### config.mk
export PLATFORM = sky130hd
export DESIGN_NAME = tmr_irq_ctrl
export DESIGN_NICKNAME = d
export VERILOG_FILES = /design/src/rtl/tmr_irq_pkg.sv /design/src/rtl/tmr_irq_prio_enc.sv /design/src/rtl/tmr_irq_ctrl.sv
export SDC_FILE = /design/constraint.sdc
export NUM_CORES = 1
export LEC_CHECK = 0
export ABC_AREA = 1
export CORE_ASPECT_RATIO = 0.7
export CORE_UTILIZATION = 43
export CTS_BUF_LIST = sky130_fd_sc_hd__clkbuf_8
export CTS_CLUSTER_DIAMETER = 100
export DETAILED_ROUTE_END_ITERATION = 10
export PLACE_DENSITY = 0.74
export SETUP_SLACK_MARGIN = 0.05
export SYNTH_ARGS = -nofsm -noshare
export SYNTH_HDL_FRONTEND = slang
export SYNTH_HIERARCHICAL = 1
export SYNTH_SLANG_ARGS = --single-unit
### constraint.sdc
create_clock -name clk -period 1 [get_ports clk]
set_input_delay 0.15 -clock clk [delete_from_list [all_inputs] [get_ports clk]]
set_output_delay 0.15 -clock clk [all_outputs]
set_load 0.05 [all_outputs]
### src/rtl/tmr_irq_pkg.sv
// -----------------------------------------------------------------------------
// tmr_irq_pkg
// Shared definitions for the 8-bit timer-pair interrupt controller:
//   - NUM_SRC / VEC_WIDTH sizing constants
//   - named source indices. The index order is also the priority order,
//     with the lowest index served first.
//   - the controller state enum
//   - a helper that turns a vector code into a one-hot source mask
// -----------------------------------------------------------------------------
package tmr_irq_pkg;

  localparam int NUM_SRC   = 6;
  localparam int VEC_WIDTH = 3;

  // Source indices; a lower index means a higher priority.
  localparam logic [VEC_WIDTH-1:0] SRC_CMIA0 = 3'd0;
  localparam logic [VEC_WIDTH-1:0] SRC_CMIB0 = 3'd1;
  localparam logic [VEC_WIDTH-1:0] SRC_OVI0  = 3'd2;
  localparam logic [VEC_WIDTH-1:0] SRC_CMIA1 = 3'd3;
  localparam logic [VEC_WIDTH-1:0] SRC_CMIB1 = 3'd4;
  localparam logic [VEC_WIDTH-1:0] SRC_OVI1  = 3'd5;

  typedef enum logic [1:0] {
    ST_IDLE  = 2'd0,
    ST_REQ   = 2'd1,
    ST_CLEAR = 2'd2
  } state_t;

  // One-hot mask selecting the source addressed by a vector code.
  function automatic logic [NUM_SRC-1:0] vec_onehot(input logic [VEC_WIDTH-1:0] v);
    return NUM_SRC'(1) << v;
  endfunction

endpackage

### src/rtl/tmr_irq_prio_enc.sv
// -----------------------------------------------------------------------------
// tmr_irq_prio_enc
// Combinational fixed-priority encoder. Bit 0 has the highest priority.
// Ports:
//   mask  : NUM_SRC candidate requests (already qualified by enables)
//   valid : at least one mask bit is set
//   idx   : index of the lowest set bit (0 when valid=0)
// -----------------------------------------------------------------------------
module tmr_irq_prio_enc
  import tmr_irq_pkg::*;
(
  input  logic [NUM_SRC-1:0]   mask,
  output logic                 valid,
  output logic [VEC_WIDTH-1:0] idx
);

  // above[i] is set when some higher-priority (lower index) bit is set.
  logic [NUM_SRC-1:0] above;
  logic [NUM_SRC-1:0] winner;

  assign above[0] = 1'b0;

  generate
    for (genvar gi = 1; gi < NUM_SRC; gi++) begin : g_above
      assign above[gi] = above[gi-1] | mask[gi-1];
    end
    for (genvar gi = 0; gi < NUM_SRC; gi++) begin : g_winner
      assign winner[gi] = mask[gi] & ~above[gi];
    end
  endgenerate

  // winner is one-hot or zero, so OR-ing the indices of its set bits
  // yields the encoded index.
  always_comb begin
    idx = '0;
    for (int i = 0; i < NUM_SRC; i++) begin
      if (winner[i]) begin
        idx = idx | VEC_WIDTH'(i);
      end
    end
  end

  assign valid = |mask;

endmodule

### src/rtl/tmr_irq_ctrl.sv
// -----------------------------------------------------------------------------
// tmr_irq_ctrl
// Interrupt-request handler for the 8-bit timer pair. The six timer interrupt
// levels are edge-captured into a pending register and arbitrated by fixed
// priority. One request at a time is offered to the CPU over a req/ack
// handshake. An accepted ack produces a one-cycle one-hot flag_clr strobe
// back toward the TCSR of the serviced source.
// Ports:
//   clk, rst          : clock, synchronous active-high reset
//   CMIA0..OVI1       : interrupt levels from the timer control logic
//   irq_en            : per-source enable, used only for arbitration
//   irq_req, irq_vec  : request and source index presented to the CPU
//   irq_ack           : CPU acknowledge, honoured only while irq_req=1
//   flag_clr          : one-cycle one-hot strobe clearing the serviced flag
//   pending           : latched pending sources, for status read
// -----------------------------------------------------------------------------
module tmr_irq_ctrl
  import tmr_irq_pkg::*;
(
  input  logic                 clk,
  input  logic                 rst,
  input  logic                 CMIA0,
  input  logic                 CMIB0,
  input  logic                 OVI0,
  input  logic                 CMIA1,
  input  logic                 CMIB1,
  input  logic                 OVI1,
  input  logic [NUM_SRC-1:0]   irq_en,
  output logic                 irq_req,
  output logic [VEC_WIDTH-1:0] irq_vec,
  input  logic                 irq_ack,
  output logic [NUM_SRC-1:0]   flag_clr,
  output logic [NUM_SRC-1:0]   pending
);

  logic [NUM_SRC-1:0]   src;
  logic [NUM_SRC-1:0]   src_q_reg;
  logic [NUM_SRC-1:0]   rise;
  logic [NUM_SRC-1:0]   clr_mask;
  logic [NUM_SRC-1:0]   pending_reg,  pending_next;
  logic [NUM_SRC-1:0]   flag_clr_reg, flag_clr_next;
  logic [VEC_WIDTH-1:0] irq_vec_reg,  irq_vec_next;
  logic                 irq_req_reg,  irq_req_next;
  state_t               state_reg,    state_next;
  logic                 accept;
  logic                 enc_valid;
  logic [VEC_WIDTH-1:0] enc_idx;

  // Pack the individual lines in source-index order.
  assign src = {OVI1, CMIB1, CMIA1, OVI0, CMIB0, CMIA0};

  // src_q_reg resets to 0, so a line already high when reset is released
  // still shows up as a rising edge on the first active cycle.
  always_ff @(posedge clk) begin
    if (rst) begin
      src_q_reg <= '0;
    end else begin
      src_q_reg <= src;
    end
  end

  assign rise = src & ~src_q_reg;

  // An ack counts only in REQ; anywhere else it is ignored.
  assign accept   = (state_reg == ST_REQ) && irq_ack;
  assign clr_mask = accept ? vec_onehot(irq_vec_reg) : '0;

  // Pending bits latch regardless of irq_en. A new edge in the same cycle
  // as the clear wins, so the bit stays pending.
  generate
    for (genvar gi = 0; gi < NUM_SRC; gi++) begin : g_pending
      assign pending_next[gi] = rise[gi] | (pending_reg[gi] & ~clr_mask[gi]);
    end
  endgenerate

  tmr_irq_prio_enc u_prio_enc (
    .mask  (pending_reg & irq_en),
    .valid (enc_valid),
    .idx   (enc_idx)
  );

  always_comb begin
    state_next   = state_reg;
    irq_vec_next = irq_vec_reg;
    unique case (state_reg)
      ST_IDLE: begin
        if (enc_valid) begin
          irq_vec_next = enc_idx;
          state_next   = ST_REQ;
        end
      end
      // The vector is frozen here. Later arrivals and enable changes do not
      // preempt the request.
      ST_REQ: begin
        if (irq_ack) begin
          state_next = ST_CLEAR;
        end
      end
      // Gives the TCSR one cycle to drop its level before arbitrating again.
      ST_CLEAR: begin
        state_next = ST_IDLE;
      end
      default: begin
        state_next = ST_IDLE;
      end
    endcase
    irq_req_next  = (state_next == ST_REQ);
    flag_clr_next = clr_mask;
  end

  always_ff @(posedge clk) begin
    if (rst) begin
      state_reg    <= ST_IDLE;
      pending_reg  <= '0;
      flag_clr_reg <= '0;
      irq_vec_reg  <= '0;
      irq_req_reg  <= 1'b0;
    end else begin
      state_reg    <= state_next;
      pending_reg  <= pending_next;
      flag_clr_reg <= flag_clr_next;
      irq_vec_reg  <= irq_vec_next;
      irq_req_reg  <= irq_req_next;
    end
  end

  assign irq_req  = irq_req_reg;
  assign irq_vec  = irq_vec_reg;
  assign flag_clr = flag_clr_reg;
  assign pending  = pending_reg;

endmodule

* Word level (Yosys, flattened, before mapping)
Cells that the tools add are included.
** Storage, ports and cells
- Word-level logic and storage cells :: 57
- Output and inout port bits :: 16
- Input bits :: 15
- Bits in registers :: 24
** Operators by class
- Shift-type cells :: 1
- Muxes and demuxes :: 9
- Reduce and logical (&&, ||, !) cells :: 4
- Equality and inequality tests :: 2
- Bitwise gates (word level) :: 35
** Operator list (count)
- $and A6 B6 Y6 :: 2
- $and A1 B1 Y1 :: 11
- $not A1 Y1 :: 11
- $or A1 B1 Y1 :: 10
- $mux W2 :: 4
- $mux W3 :: 2
- $mux W6 :: 1
- $not A6 Y6 :: 1
- $reduce_or A6 Y1 :: 1
- $shl A1 B3 Y6 const A :: 1
- $eq A2 B1 Y1 const B :: 2
- $pmux W2 S2 :: 1
- $logic_not A2 Y1 :: 1
- $reduce_and A2 Y1 :: 1
- $logic_and A1 B1 Y1 :: 1
- $mux W1 :: 1

* Depth between registers and ports, before layout
Gate-level depths: netlist of the first run.
- Depth in word-level cells :: 8
- Gate-level depth with buffers :: 10

* Modules after synthesis
Netlist of the first run, hierarchy kept.
** Modules (own cells, without submodules)
- tmr_irq_ctrl :: seq. area each 480.5 um^2, cells an instance 134, instances 1, area each 942.2 um^2
- tmr_irq_prio_enc :: seq. area each 0.0 um^2, cells an instance 17, instances 1, area each 72.6 um^2

* Worst setup path after synthesis of the first run
OpenSTA, ideal clock, no wires.
- Path kind :: register to register
- From :: register pending_reg[3], in the netlist pending[3]
- To :: register irq_vec_reg[2], in the netlist irq_vec[2]
- Clock period less this slack :: 1.360 ns
- Cell stages (with the launch flop) :: 9
- Required time :: 0.885 ns
- Path slack :: -0.360 ns
- Setup time :: 0.115 ns
- Arrival :: 1.245 ns
- Cell sequence :: dfxtp_1 nand2_1 inv_1 nor2_2 nand3_1 nand2_2 clkinv_2 nor2_1 nor2_1
** On the way
- Elaborated cells between the ends (all ways) :: 11
- Those cells by class :: 2 x mux; 7 x bitwise; 2 x reduce/logical
** RTL lines
- from (decl) :: RTL line tmr_irq_ctrl.sv:40 : logic [NUM_SRC-1:0] pending_reg, pending_next;
- from (signal assigned) :: RTL line tmr_irq_ctrl.sv:120 : pending_reg <= pending_next;
- $and A6 B6 Y6 :: RTL line tmr_irq_ctrl.sv:77 : .mask (pending_reg & irq_en),
- $reduce_or A6 Y1 :: RTL line tmr_irq_prio_enc.sv:43 : assign valid = |mask;
- named net enc_valid :: RTL line tmr_irq_ctrl.sv:46 : logic enc_valid;
- $reduce_and A2 Y1 (no line)
- to (signal assigned) :: RTL line tmr_irq_ctrl.sv:122 : irq_vec_reg <= irq_vec_next;
- to (decl) :: RTL line tmr_irq_ctrl.sv:42 : logic [VEC_WIDTH-1:0] irq_vec_reg, irq_vec_next;
The timed path passes the listed nets, and every way through them passes these cells.
A chain may end at the register's enable or synchronous reset.

* Final worst setup path of the first run
- From :: register pending_reg[2], in the netlist pending[2]
- To :: register irq_vec_reg[1], in the netlist irq_vec[1]
The elaborated chain is that of the path after synthesis.

==> results.md, run 1 <==
- For this run the aggregate overflow at the end of global routing stands at 0.
- The sequential area share after synthesis is 47.3%.
- The root buffer cell is clkbuf_8.
- For this design the ratio of total power to cell area is 1540 nW/um2.
- The worst path buffer plus inverter count is 2.
- In this run the tool buffered the top-level ports with 30 buffer cells.
- The average detailed-routed wire length per instance is 12.1 um.
- The highest attainable clock frequency is 860 MHz.
- The y dimension of the die is 42.6 um.
- For this run, the number of Yosys warnings is 6.
- After clock tree synthesis, the flow added hold-fix buffers numbering 0.
- In this run the count of I/O pins placed on the die edge is 31.
- Setup repair after global routing could not meet its margin everywhere.
- The start-to-end type of the worst setup path is reg2reg.
- The part of the total power dissipated in sequential elements is 40.7%.
- The clock network latency to the later pin of the worst-skew pair is 0.27 ns.
- Summing internal, switching and leakage power gives 0.00280 W.
- The required time of the critical path is 1.21 ns.
- The routed design uses 199 um of met3 wire.
- The internal power of the cells is 0.00184 W.
- For the pin with the worst max-slew slack, the measured transition is 0.237 ns.
- The switching share of power is 34.4%.
- In the post-synthesis netlist, the cell with the most instances is nand2_1.
- The worst slew slack as a fraction of its limit is 84.1%.
- The number of different library cells used by synthesis comes to 16.
- The final-layout fill cell count is 124.
- In the synthesized netlist the dominant register cell turns out to be dfxtp_1.
- The cell accounting for the most synthesized area is dfxtp_1.
- After the last flow step, the layout net total stands at 213.
- The cell type group with the largest total delay on the critical path is simple AND/OR/NAND/NOR gates.
- The maximum clock path buffer count is 2.
- The highest layer touched by signal routing is met4.
- By area the synthesized netlist is led by dfxtp_1, nand2_1, inv_1.
- The number of global-route vias before repair came to 907.
- In the post-route analysis, the smallest setup slack over all paths is -0.163 ns.
- The number of iterations in the first detailed-routing pass is 6.
- The fraction of the cycle the final worst path needs is 116%.
- When the netlist entered floorplanning its net count stood at 166.
- The CTS sink count is 24.
- The CTS H-tree depth is 1.
- The congestion estimate from routability-driven global placement came to 0.851.
- The share of synthesized registers carrying an async set or reset is 0%.
- The largest net degree at the start of global routing is 22.
- Detailed placement finished with a half-perimeter wire length of 1670 um.
- Summed over all nets, wire length on met2 after detailed routing comes to 1430 um.
- The via density per instance is 4.62.
- The area added between synthesis and finish is 78.7%.
- TritonCTS built the clock tree.
- The net switching power of the design is 0.000962 W.
- The cell count after synthesis is 151.
- The die outline area is 2560 um2.
- The clock slew seen by the registers of the worst setup and hold paths is 0.09 ns.
- The final-report max-slew violation count is 0.
- The largest stage delay on the critical path is 0.35 ns.
- The max capacitance violation total is 0.
- Setup violations remaining at the end of the flow were counted as 15.
- The global router's overall resource usage is 20.2%.
- The part of the power in the clock network is 20.8%.
- Buffers inserted during clock tree synthesis total 3.
- The flow ran to the end, but the final reports show violations.
- The floorplan has 14 rows.
- On the critical path, the stage with the largest delay is an instance of dfxtp_4.
- The detail route stage leaves a number of antenna-violating nets equal to 0.
- The shortest period the worst path allows is 1.16 ns.
- The number of antenna diodes in the final layout is 0.
- The worst voltage drop across the vdd grid is 1.11 mV.
- After synthesis, the largest area contributor takes up 47.3% of total cell area.
- The critical path capture point type is a flop.
- Each instance of the synthesized netlist takes up on average 6.72 um2.
- The routed layout has 1058 vias.
- The cell area after technology mapping is 1010 um2.
- The first global-routing pass estimated 3760 um of wire.
- Across the routed clock network, the largest skew measured is 0.00954 ns.
- Walking the worst path, the cells encountered are nand2_2 -> inv_2 -> nor2_4 -> nand3_4 -> buf_6 -> nand3b_1 -> nand2_1 -> nor2_1.
- The DRC marker count from the first detailed-route iteration is 37.
- The share of cells above drive strength 1 is 41.1%.
- The initial antenna violation count came to 0.
- The number of failing hold endpoints at the final stage is 0.
- Summing all placed instances gives a cell area of 1600 um2.
- The width of the die is 60.1 um.
- The detailed router put a total of 1110 um of wire on met1.
- The placeable core region is 2190 um2.
- The leakage power figure is 0.866 nW.
- In the routed design, unresolved DRC markers number 0.
- The tightest min-delay check is of the in2reg type.
- The synthesized design contains 0 enable-type register cells.
- The arrival time at the worst endpoint is 1.37 ns.
- The checks that failed: setup timing.
- The initial utilization of the core area, before any placement, comes to 46.3%.
- After routing the design area is 1810 um2.
- By count the netlist is led by nand2_1, inv_1, nor2_1.
- Of all nets on the critical path, the largest fanout is 4.
- The worst setup path is launched from a flop.
- The fraction of power consumed by combinational cells is 38.6%.
- The tightest hold path in the finished design has a slack of 0.402 ns.
- Across all register-to-register paths, the minimum setup slack is -0.16 ns.
- The final wirelength is 2760 um.
- In this run, synthesis produced a sequential element count of 24.
power groups by stage:
| stage | Sequential, W | Clock, W | Combinational, W |
|---|---|---|---|
| CTS | 0.00113 | 0.000581 | 0.000949 |
| finish | 0.00114 | 0.000581 | 0.00108 |
| floorplan | 0.00132 | 0 | 0.000274 |
| global route | 0.00114 | 0.000620 | 0.00115 |
| global placement | 0.00113 | 0 | 0.000855 |
| detailed placement | 0.00114 | 0 | 0.000870 |
per-layer routing:
metal | vias up | track usage [%]
li1 | 525 | -
met1 | 484 | 23.4
met2 | 41 | 35.1
met3 | 8 | 8.64
met4 | 0 | 2.79
met5 | - | 0
path summary, 6_finish.rpt:
check                             startpoint            to  cells after the start
worst max-delay path              pending[2]    irq_vec[1]                      8
worst min-delay path                   CMIA1  src_q_reg[3]                      3
worst max register to register    pending[2]    irq_vec[1]                      8
worst min register to register  src_q_reg[4]    pending[4]                      3
metrics by stage:
step	utilization [%]	std cells	setup WS, ns	TNS, ns
2_1_floorplan	-	151	-0.145	-0.517
3_3_place_gp	73.1	218	-0.382	-3.53
3_5_place_dp	73.1	218	-0.420	-3.78
4_1_cts	79.0	227	-0.146	-0.645
5_1_grt	82.8	229	-0.245	-1.51
6_report	82.8	229	-0.163	-0.840
kinds of logic (layout without fill, tap and decap cells):
group	after synthesis	after routing	share of synthesized area [%]
AND/OR/NAND/NOR	88	88	37.0
buffers and inverters	37	83	14.7
flip-flops	24	24	47.3
AO/OA/AOI/OAI	2	2	0.986
timing repair:
item                       in CTS  in global routing
buffers inserted                5                  2
setup endpoints to repair      18                 28
gates resized for setup        20                 24
pin swaps                      23                 19
layout make-up:
| type | instances | area [um2] | area share (%) |
|---|---|---|---|
| Multi-Input combinational cell | 90 | 474 | 26.2 |
| Tap cell | 32 | 40.0 | 2.21 |
| Clock buffer | 3 | 41.3 | 2.28 |
| Timing Repair Buffer | 44 | 601 | 33.1 |
| Sequential cell | 24 | 519 | 28.6 |
| Clock inverter | 1 | 3.75 | 0.207 |
| Inverter | 35 | 134 | 7.38 |
worst min-delay path, stage by stage:
cell             delay, ns
clkdlybuf4s50_1       0.39
inv_1                 0.05
nor2_1                0.04
cell usage in the layout, fill, tap and decap left out, types with 2 or more instances in the layout:
cell             Yosys  final
nand2_1             41     34
inv_1               34     28
nor2_1              32     24
buf_12               0     17
clkdlybuf4s50_1      0     14
dfxtp_1             24      9
dfxtp_4              0      8
nand2_2              2      7
inv_2                0      7
nor2_2               3      7
dfxtp_2              0      7
buf_4                0      7
buf_6                1      6
nor2_4               1      5
nand3b_1             3      3
clkbuf_8             0      3
nand2_4              0      2
Power figures use the tool's default switching activity.
==> run 2: changes to the inputs <==
Settings changed: CORE_UTILIZATION 43 to 51, PLACE_DENSITY 0.74 to 0.83.
Clock period 1 ns to 1.4 ns, I/O delays scaled along.
==> results.md, run 2 (same netlist as run 1, synthesis figures left out) <==
- The global routing usage on met2 came to 50.0% (+15 points).
- The number of failing hold endpoints at the final stage came to 0 (unchanged).
- The fraction of the cycle the final worst path needs was 89.0% (-27 points).
- The peak-usage layer in the global routing report is met2.
- The start-to-end type of the worst setup path is reg2reg.
- The met1 track demand over resource in global routing was 22.8% (-0.53 points).
- The total power draw was 0.00182 W (-35%).
- The number of resized instances in the post-cts repair step is 0 (-100%).
- The boundary pin count is 31 (unchanged).
- The path class of the tightest hold or removal check is reg2reg.
- The worst-case clock skew is 0.00496 ns (-0.00457 ns).
- The count of buffers added by post-CTS timing repair for setup is 0 (-5).
- The number of iterations in the first detailed-routing pass is 4 (-2).
- The average detailed-routed wire length per instance came to 11.3 um (-6.7%).
- Leaving out fill and tap cells, the most frequent cell in the layout is nand2_1.
- The port buffer count is 30 (unchanged).
- The number of global-route vias before repair is 904 (-0.33%).
- The width of the die is 55.3 um (-7.9%).
- The CTS sink count is 24 (unchanged).
- The worst slew slack as a fraction of its limit came to 83.3% (-0.87 points).
- The routability-driven placement congestion ratio came to 0.786 (-7.7%).
- The number of setup violations in the final report was 0 (-15).
- The final cell count without fillers is 210 (-8.3%).
- The shortest period the worst path allows is 1.25 ns (+0.0837 ns).
- The highest attainable clock frequency came to 802 MHz (-6.7%).
- The final-layout fill cell count is 116 (-6.5%).
- The global router's overall resource usage was 23.0% (+2.8 points).
- The area of placed instances is 1550 um2 (-3.4%).
- The placement row count is 13 (-1).
- The CTS tree is built.
- The wire length of the first global-routing pass is 3660 um (-2.6%).
- The total inserted antenna cells came to 0 (unchanged).
- Setup repair after global routing left no endpoint under its margin.
- The detailed-route via count was 966 (-8.7%).
- The required time of the critical path is 1.56 ns (+0.35 ns).
- The total negative setup slack is 0 ns (+0.840 ns).
- The arrival time at the worst endpoint was 1.41 ns (+0.04 ns).
- The effective utilization at floorplan was 54.2% (+7.9 points).
- The post-cts hold buffer count is 0 (unchanged).
- The worst voltage drop across the vdd grid is 1.04 mV (-6.2%).
- The slew at the pin closest to its max-slew limit is 0.250 ns (+0.0132 ns).
- The share of cells above drive strength 1 was 19.1% (-22 points).
- The area occupied by registers is 482 um2 (-7.2%).
- The via density per instance is 4.60 (-0.43%).
- The initial antenna violation count is 0 (unchanged).
- The largest net degree at the start of global routing came to 22 (unchanged).
- The number of design rule violations left after detail routing is 0 (unchanged).
- The DRC marker count from the first detailed-route iteration is 15 (-59%).
- The number of nets with antenna violations after detailed routing is 0 (unchanged).
- The clock buffer count from CTS is 3 (unchanged).
- The met3 track demand over resource in global routing is 7.59% (-1.1 points).
- The library cells used most frequently in the layout, excluding fill and tap cells, are nand2_1, inv_1, nor2_1, dfxtp_1, buf_12.
- The critical path capture point type is a flop.
- In this run the clock root is driven by a clkbuf_8.
- The largest fanout on the critical path is 4 (unchanged).
- The net count reported at finish was 205 (-3.8%).
- The placeable core region was 1870 um2 (-15%).
- The half-perimeter wire length of the detailed placement result is 1880 um (+13%).
- The area of all placed cells without fillers is 1590 um2 (-12%).
- The max capacitance violation total is 0 (unchanged).
- The final-report max-slew violation count is 0 (unchanged).
- The worst setup path is launched from a flop.
- The clock slew seen by the registers of the worst setup and hold paths is 0.08 ns (about the same).
- The leakage power figure is 0.800 nW (-7.6%).
- The final wirelength is 2360 um (-14%).
- The run finished with clean final reports.
- The global-route congestion overflow total came to 0 (unchanged).
- The area added between synthesis and finish is 57.1%.
- The CTS H-tree depth is 1 (unchanged).
- The maximum clock path buffer count is 2 (unchanged).
- The die outline area is 2170 um2 (-15%).
- The multi-input gate area in the final layout came to 393 um2 (-17%).
- The y dimension of the die is 39.3 um (-7.8%).
- The clock network latency to the later pin of the worst-skew pair is 0.26 ns (about the same).
- The placed cell count is 207 (-5.0%).
- The power per cell area was 1140 nW/um2 (-26%).
-- run 2: worst paths after layout --
check                    start          to  slack [ns]  cells after the start
setup / recovery    pending[1]  irq_vec[1]        0.15                      8
setup reg to reg    pending[1]  irq_vec[1]        0.15                      8
hold / removal    src_q_reg[2]  pending[2]        0.46                      3
hold reg to reg   src_q_reg[2]  pending[2]        0.46                      3
-- run 2: layer usage --
layer,part of all wire [%],up-vias,wire (um)
li1,-,503,-
met1,42,429,987
met2,53,34,1260
met3,5.1,0,121
met4,0,0,0
met5,0,-,0
-- run 2: power breakdown --
group          switching (W)  internal (W)
Clock               0.000205      0.000192
Combinational       0.000328      0.000286
Sequential         0.0000667      0.000740
-- run 2: layout make-up --
type | instances | area share [%]
sequential | 24 | 30.2
multi-input combinational | 90 | 24.6
clock buffer | 3 | 2.59
tap | 22 | 1.73
inverter | 35 | 8.32
timing repair buffer | 36 | 32.5
-- run 2: worst max-delay path, stage by stage (launching register included) --
cell	delay, ns
dfxtp_1	0.35
nand2_1	0.08
inv_1	0.06
nor2_2	0.18
nand3_2	0.13
nand2_2	0.12
clkinv_2	0.07
nor2_1	0.10
nor2_1	0.06
-- run 2: stage by stage --
| step | hold slack [ns] | worst slack [ns] | util (%) |
|---|---|---|---|
| floorplan | 0.285 | 0.0610 | - |
| global placement | 0.436 | -0.0239 | 82.6 |
| detailed placement | 0.442 | -0.134 | 82.6 |
| CTS | 0.462 | 0.111 | 84.8 |
| global route | 0.476 | 0.0712 | 85.2 |
| finish | 0.457 | 0.154 | 85.2 |
==> run 3: changes to the inputs <==
Settings changed: SETUP_SLACK_MARGIN 0.05 to 0.1.
==> results.md, run 3 (same netlist as run 1, synthesis figures left out) <==
- The half-perimeter wire length of the detailed placement result came to 1850 um (-1.9%).
- The post-cts hold buffer count is 0 (unchanged).
- The number of nets with antenna violations after detailed routing is 0 (unchanged).
- The power per cell area is 1140 nW/um2 (+0.26%).
- The effective utilization at floorplan is 54.2% (unchanged).
- The most common library cell in the layout ignoring fill and taps is nand2_1.
- The net count reported at finish is 202 (-1.5%).
- The largest stage delay on the critical path is 0.42 ns (+0.07 ns).
- The signal on the critical path passes through clkdlybuf4s50_1 -> nand2_1 -> inv_2 -> nor2_2 -> nand3_2 -> nand2_2 -> clkinv_2 -> nor2_1 -> nor2_1.
- The number of design rule violations left after detail routing is 0 (unchanged).
- The terminus of the critical flop-to-flop path is irq_vec[0].
- The port buffer count came to 30 (unchanged).
- The final wirelength is 2350 um (-0.68%).
- The largest net degree at the start of global routing is 22 (unchanged).
- The CTS sink count was 24 (unchanged).
- The worst-case clock skew is 0.00353 ns (-0.00143 ns).
- The worst voltage drop across the vdd grid came to 1.16 mV (+12%).
- The average detailed-routed wire length per instance was 11.3 um (+0.76%).
- The kind of path behind the tightest hold check is reg2reg.
- The worst reg-to-reg path cell count is 8 (unchanged).
- In this run the worst setup path begins at irq_en[0].
- The initial antenna violation count was 0 (unchanged).
- The highest attainable clock frequency is 810 MHz (+0.96%).
- The global-route congestion overflow total was 0 (unchanged).
- The flow ran to the end, and the final reports show no timing, DRC or antenna violations.
- The minimum hold slack is 0.466 ns (+0.00896 ns).
- The shortest period the worst path allows is 1.23 ns (-0.0118 ns).
- Relative to the synthesized area, the layout overhead comes to 55.7%.
- The max capacitance violation total is 0 (unchanged).
- The y dimension of the die is 39.3 um (unchanged).
- The leakage power figure is 0.785 nW (-1.8%).
- Setup repair after global routing left no endpoint under its margin.
- The global router's overall resource usage is 23.4% (+0.40 points).
- The final cell count without fillers is 207 (-1.4%).
- The arrival time at the worst endpoint is 1.40 ns (about the same).
- The startpoint identified for the worst register-to-register timing path is pending[0].
- The width of the die is 55.3 um (unchanged).
- The detailed-route via count came to 968 (+0.21%).
- The root buffer cell is clkbuf_8.
- The worst setup path is captured at a flop.
- The die outline area is 2170 um2 (unchanged).
- The type of element launching the critical path is a primary input.
- The clock buffer count from CTS is 3 (unchanged).
- The setup slack on the worst flop-to-flop path is 0.18 ns (+0.03 ns).
- The via density per instance was 4.68 (+1.7%).
- The clock network latency to the later pin of the worst-skew pair is 0.26 ns (about the same).
- In the layout the commonest cells are nand2_1, inv_1, nor2_1, dfxtp_1, buf_12.
- The routability-driven placement congestion ratio is 0.849 (+8.0%).
- The number of setup violations in the final report is 0 (unchanged).
- The total inserted antenna cells is 0 (unchanged).
- The placed cell count was 204 (-1.4%).
- The start-to-end type of the worst setup path is in2reg.
- The share of cells above drive strength 1 came to 20.5% (+1.4 points).
- The CTS tree is built.
- The last element of the critical path is irq_vec[0].
- The fraction of the cycle the final worst path needs is 88.2% (-0.84 points).
- The library cell appearing most often on the critical path is nor2_1.
- The placeable core region is 1870 um2 (unchanged).
- The maximum clock path buffer count is 2 (unchanged).
- The DRC marker count from the first detailed-route iteration is 30 (+15).
- The final-report max-slew violation count is 0 (unchanged).
- The cell type group with the largest total delay on the critical path is simple AND/OR/NAND/NOR gates.
- The cell with the largest stage delay on the worst path is clkdlybuf4s50_1.
- The final core utilization is 84.5% (-0.74 points).
- The number of failing hold endpoints at the final stage came to 0 (unchanged).
- The worst hold path begins at src_q_reg[1].
- The boundary pin count came to 31 (unchanged).
- The path length in cells of the critical path came to 9 (+1).
- The worst slew slack as a fraction of its limit was 83.3% (about the same).
- The worst path buffer plus inverter count was 3 (+1).
- The required time of the critical path is 1.56 ns (about the same).
- The clock slew seen by the registers of the worst setup and hold paths is 0.07 ns (about the same).
- The placement row count is 13 (unchanged).
- The smallest setup slack after layout was 0.165 ns (+0.0118 ns).
- The number of global-route vias before repair is 850 (-6.0%).
- The wire length of the first global-routing pass is 3640 um (-0.74%).
- The slew at the pin closest to its max-slew limit is 0.250 ns (-0.000850 ns).
- The CTS H-tree depth was 1 (unchanged).
- The number of iterations in the first detailed-routing pass is 4 (unchanged).
- The pre-CTS worst setup slack is -0.146 ns (-0.0123 ns).
- The largest fanout on the critical path was 4 (unchanged).
==> run 3: where the power goes <==
| group | switching (W) | internal, W |
|---|---|---|
| clock network | 0.000204 | 0.000192 |
| registers | 0.0000675 | 0.000743 |
| logic | 0.000325 | 0.000274 |
==> run 3: worst min-delay path by stage <==
stage	end	slack, ns	depth (start not counted)
after detailed placement	pending[1]	0.45	3
after CTS	pending[1]	0.47	3
after global routing	pending[4]	0.49	3
after global placement	pending[2]	0.44	3
final	pending[1]	0.47	3
after floorplan	state_reg[1]	0.29	1
==> run 3: routing by layer <==
metal / global-route usage, % / vias to the layer above / part of all wire (%)
met1: 24.1 / 426 / 40
met5: 0 / - / 0
met4: 5.63 / 0 / 0.38
met2: 47.6 / 44 / 52
li1: - / 496 / -
met3: 7.92 / 2 / 7.0
==> run 3: area by class of cell <==
cell class	instances	area (um2)
Tap cell	22	27.5
Clock buffer	3	41.3
Timing Repair Buffer	33	495
Inverter	35	133
Multi-Input combinational cell	90	395
Fill cell	113	290
Sequential cell	24	488
==> run 3: timing repair <==
action | CTS | global route
gates resized for setup | 0 | 3
setup endpoints to repair | 0 | 3
buffers inserted | 0 | 0
endpoints found under the hold margin | 0 | 0
==> run 3: through the flow <==
stage / setup TNS (ns) / power [W] / area (um2)
6_report: 0 / 0.00181 / 1580
5_1_grt: 0 / 0.00188 / 1580
4_1_cts: 0 / 0.00180 / 1570
3_5_place_dp: -0.376 / 0.00142 / 1530
3_3_place_gp: -0.204 / 0.00139 / 1530
2_1_floorplan: 0 / 0.00113 / 1020
==> run 3: worst min-delay path, stage by stage (launching register included) <==
cell	delay, ns
dfxtp_1	0.30
inv_1	0.05
nand2_1	0.04
nand2_1	0.05
==> RTL edit 1 (settings of run 2) <==
Encoding of `state_t`: now one-hot (3 bits for 3 states).
--- a/src/rtl/tmr_irq_pkg.sv
+++ b/src/rtl/tmr_irq_pkg.sv
@@ -22,6 +22,6 @@
 
-  typedef enum logic [1:0] {
-    ST_IDLE  = 2'd0,
-    ST_REQ   = 2'd1,
-    ST_CLEAR = 2'd2
+  typedef enum logic [2:0] {
+    ST_IDLE  = 3'b001,
+    ST_REQ   = 3'b010,
+    ST_CLEAR = 3'b100
   } state_t;
Function: same outputs for any inputs over 10 cycles, from zero or initial values and one cycle with rst high; not proved beyond that.
==> RTL edit 1 against run 2 <==
Synthesized cell count decreased by 2.0%. Final area decreased by 0.24%. Synthesized area decreased by 0.12%. Power increased by 5.4%. First-iteration DRC count decreased by 47%. Routed wire length decreased by 1.1%. Sequential cell count increased by 1. Worst setup slack got worse by 0.0067 ns. Largest cell class is now flip-flops and latches.
==> RTL edit 1: results (changes against run 2) <==
Parameter                              Value

Global routing
  Routing usage on met1 ... 0.247 (was 0.228)
  Global routing met2 resource utilization ... 0.416 (was 0.500)
  Global-route total usage across every layer ... 0.224 (was 0.230)
  GR Util met3 ... 0.0693 (was 0.0759)
  Pin count of the biggest net entering global routing ... 16 (was 22)
  Vias in the first global route ... 892 (was 904)
  First-pass GRT wire length ... 3.55 mm (was 3.66 mm)

Critical path
  Stage delay of the slowest cell on the critical path ... 0.41 ns (was 0.35 ns)
  Worst-path fanout max ... 5 (was 4)
  Data arrival time of the critical path ... 1.43 ns (was 1.41 ns)
  Max stage delay cell, worst path ... sky130_fd_sc_hd__clkdlybuf4s50_1 (was sky130_fd_sc_hd__dfxtp_1)

Logic synthesis
  Count of unique library cells instantiated by Yosys ... 13 (was 16)
  Post-Synth XOR/XNOR Area ... 0 (unchanged)
  Compound-Gate Fraction of Synth Area ... 0.0222 (was 0.00986)
  Number of nets in the synthesized netlist ... 163 (was 166)
  Commonest cells post-synth ... sky130_fd_sc_hd__nand2_1 (37), sky130_fd_sc_hd__inv_1 (35), sky130_fd_sc_hd__nor2_1 (28) (was sky130_fd_sc_hd__nand2_1 (41), sky130_fd_sc_hd__inv_1 (34), sky130_fd_sc_hd__nor2_1 (32))
  Leading cell types by total area after synthesis ... sky130_fd_sc_hd__dfxtp_1 (49%), sky130_fd_sc_hd__nand2_1 (14%), sky130_fd_sc_hd__inv_1 (13%) (was sky130_fd_sc_hd__dfxtp_1 (47%), sky130_fd_sc_hd__nand2_1 (15%), sky130_fd_sc_hd__inv_1 (13%))
  Seq/Total Area, Yosys ... 0.494 (was 0.473)

Power
  VDD IR max ... 0.00108 V (was 0.00104 V)
  Leakage power figure ... 0.801 nW (was 0.800 nW)
  Fraction of power spent switching nets ... 0.342 (was 0.330)

Placed design
  Port Buffer Count ... 30 (unchanged)
  Placed wire-length estimate ... 1.88 mm (about the same)
  Post-place setup slack ... -0.197 ns (was -0.134 ns)
  Final Wtd Congestion ... 0.849 (was 0.786)
  Area post-placement ... 1540 um^2 (was 1550 um^2)

STA
  Relative slew slack ... 0.751 (was 0.833)
  Final setup skew ... 0.0104 ns (was 0.00496 ns)

Drt
  Total Routed Length ... 2.34 mm (was 2.36 mm)
  Top Layer Used ... met4 (was met3)
  Length of routed met2 wiring ... 1.18 mm (was 1.26 mm)
  M1 wire length ... 1.01 mm (was 987 um)
  First-iteration detailed-routing DRC count ... 8 (was 15)
  Routed length on met3 ... 96 um (was 121 um)
  Via count ... 957 (was 966)

CTS
  Clock root buffer master ... sky130_fd_sc_hd__clkbuf_8 (unchanged)
  Clock latency on the worst-skew pair ... 0.28 ns (was 0.26 ns)
  Resize count post-CTS ... 0 (unchanged)

Run status
  Run status ... finished clean (unchanged)

Finish
  Filler cell count in the final layout ... 117 (was 116)
  Nets ... 201 (was 205)
  Layout cells sized above 1 ... 0.200 (was 0.191)

Worst hold path
  Class of the most critical hold timing path ... in2reg (was reg2reg)
[RTL edit 1: cell types whose count changed after synthesis, moves of 2 or more]
cell / change
sky130_fd_sc_hd__nor3_1: +7
sky130_fd_sc_hd__nand2_1: -4
sky130_fd_sc_hd__nor2_1: -4
sky130_fd_sc_hd__nand3b_1: -3
sky130_fd_sc_hd__o21bai_1: +3
sky130_fd_sc_hd__a21oi_1: -2
sky130_fd_sc_hd__and3_1: +2
sky130_fd_sc_hd__nand2_2: -2
[RTL edit 1: layout make-up]
class | count | area [um^2] | share of cell area
clock inverters | 1 | 7.51 | 0.00472
multi-input cells | 85 | 373 | 0.234
clock buffers | 3 | 41.3 | 0.0260
repair buffers | 35 | 498 | 0.313
well taps | 22 | 27.5 | 0.0173
inverters | 36 | 135 | 0.0850
flip-flops and latches | 25 | 508 | 0.319
[RTL edit 1: power groups by stage]
stage          Combinational [mW]  Sequential [mW]  Clock [mW]
5_1_grt                     0.646            0.873       0.472
3_5_place_dp                0.604            0.878           0
2_1_floorplan               0.180            0.996           0
6_report                    0.611            0.866       0.439
4_1_cts                     0.606            0.863       0.441
3_3_place_gp                0.580            0.878           0
[RTL edit 1: per-stage QoR]
stage | cells | utilization
2_1_floorplan | 148 | -
3_3_place_gp | 203 | 0.821
3_5_place_dp | 203 | 0.821
4_1_cts | 207 | 0.847
5_1_grt | 207 | 0.850
6_report | 207 | 0.850
[RTL edit 1: worst paths after layout]
| check | cells past startpoint | slack (ns) | startpoint | end |
|---|---|---|---|---|
| max | 9 | 0.15 | irq_en[5] | irq_vec[1] |
| min | 3 | 0.46 | CMIB1 | src_q_reg[4] |
| max reg2reg | 8 | 0.15 | pending[1] | irq_vec[1] |
| min reg2reg | 3 | 0.47 | src_q_reg[4] | pending[4] |
==> RTL edit 2 (settings of run 2) <==
Without the edit above. Register the inputs `irq_en` and `irq_ack` before use. The logic sees them one clock later. The other inputs are not delayed to match. Comments in the files are not updated.
--- a/src/rtl/tmr_irq_ctrl.sv
+++ b/src/rtl/tmr_irq_ctrl.sv
@@ -35,2 +35,10 @@
 
+  logic [NUM_SRC-1:0] irq_en_q;
+  logic irq_ack_q;
+
+  always_ff @(posedge clk) begin
+    irq_en_q  <= irq_en;
+    irq_ack_q <= irq_ack;
+  end
+
   logic [NUM_SRC-1:0]   src;
@@ -64,3 +72,3 @@
   // An ack counts only in REQ; anywhere else it is ignored.
-  assign accept   = (state_reg == ST_REQ) && irq_ack;
+  assign accept   = (state_reg == ST_REQ) && irq_ack_q;
   assign clr_mask = accept ? vec_onehot(irq_vec_reg) : '0;
@@ -76,3 +84,3 @@
   tmr_irq_prio_enc u_prio_enc (
-    .mask  (pending_reg & irq_en),
+    .mask  (pending_reg & irq_en_q),
     .valid (enc_valid),
@@ -94,3 +102,3 @@
       ST_REQ: begin
-        if (irq_ack) begin
+        if (irq_ack_q) begin
           state_next = ST_CLEAR;
Check against the original RTL: not equivalent (a bounded check fails within 4 cycles, from zero or initial values and one cycle with rst high).
==> RTL edit 2 against run 2 <==
Core utilization grew 2.8 points. Power grew 24%. Clock power increased by 61%. Synthesized area grew 13%. Final area increased by 9.6%. Routed wire length up 3.1%. Sequential cell count is 7 higher. Worst setup slack better by 0.0086 ns. Critical endpoint unchanged. Largest cell class is now flip-flops and latches. Largest power group unchanged. Highest routed layer is now met4.
==> RTL edit 2: results (changes against run 2) <==
Parameter                              Value

Run status
  Run status ... finished clean (unchanged)

Drt
  Length of routed met2 wiring ... 1.21 mm (was 1.26 mm)
  M1 wire length ... 985 um (was 987 um)
  Routed length on met3 ... 190 um (was 121 um)
  Via count ... 1016 (was 966)
  Top Layer Used ... met4 (was met3)

Die
  Total number of tap cells ... 30 (was 22)

Logic synthesis
  #FFs+latches synth ... 31 (was 24)
  Number of nets in the synthesized netlist ... 173 (was 166)
  Seq/Total Area, Yosys ... 0.539 (was 0.473)
  Avg Inst Size Synth ... 7.29 um^2 (was 6.72 um^2)
  Commonest cells post-synth ... sky130_fd_sc_hd__nand2_1 (41), sky130_fd_sc_hd__inv_1 (34), sky130_fd_sc_hd__nor2_1 (32) (unchanged)

Finish
  Fraction of area in multi-input gates ... 0.225 (was 0.246)
  Non-CTS buffers ... 31 (was 36)
  Sequential fraction of total cell area ... 0.356 (was 0.302)
  Number of non-filler instances in the completed layout ... 225 (was 210)
  Filler cell count in the final layout ... 108 (was 116)
  Post-Layout Inst Area ... 1750 um^2 (was 1590 um^2)
  Nets ... 209 (was 205)
  NonClk Buf Share ... 0.275 (was 0.325)
  Proportion of cell area spent on the clock network ... 0.0466 (was 0.0259)

Power
  VDD IR max ... 0.000967 V (was 0.00104 V)
  Leakage power figure ... 0.863 nW (was 0.800 nW)

STA
  Final worst-path setup slack ... 0.162 ns (was 0.154 ns)

Global routing
  Global-route total usage across every layer ... 0.230 (about the same)
  Global routing met2 resource utilization ... 0.368 (was 0.500)
  Routing usage on met1 ... 0.247 (was 0.228)
  GR Util met3 ... 0.128 (was 0.0759)
  First-pass GRT wire length ... 4.01 mm (was 3.66 mm)

Worst hold path
  Class of the most critical hold timing path ... in2reg (was reg2reg)

CTS
  CTS H-Tree Depth ... 2 (was 1)
  Num CTS Buffers ... 5 (was 3)
  Clock latency on the worst-skew pair ... 0.28 ns (was 0.26 ns)

Placed design
  Post-place setup slack ... 0.167 ns (was -0.134 ns)
  Cell count after placement ... 217 (was 207)
  Final Wtd Congestion ... 0.769 (was 0.786)
  Placed wire-length estimate ... 1.78 mm (was 1.88 mm)
==> RTL edit 2: worst min-delay path by stage <==
| stage | from | endpoint | slack (ns) |
|---|---|---|---|
| 2_1_floorplan | irq_ack | irq_ack_q | 0.24 |
| 3_3_place_gp | src_q_reg[1] | pending[1] | 0.44 |
| 3_5_place_dp | src_q_reg[4] | pending[4] | 0.44 |
| 4_1_cts | irq_en[1] | irq_en_q[1] | 0.37 |
| 5_1_grt | irq_en[5] | irq_en_q[5] | 0.37 |
| 6_report | irq_en[1] | irq_en_q[1] | 0.37 |
==> RTL edit 2: where the power goes <==
group	internal [mW]	switching, mW	total [mW]
registers	0.951	0.0688	1.02
clock network	0.333	0.308	0.641
logic	0.269	0.322	0.591
total	1.55	0.699	2.25
==> RTL edit 2: kinds of logic after synthesis <==
family                 after synthesis  synth area share
buffers and inverters               37             0.126
and+or+nand+nor                     88             0.326
AOI/OAI and AO/OA                    2           0.00870
DFF                                 31             0.539
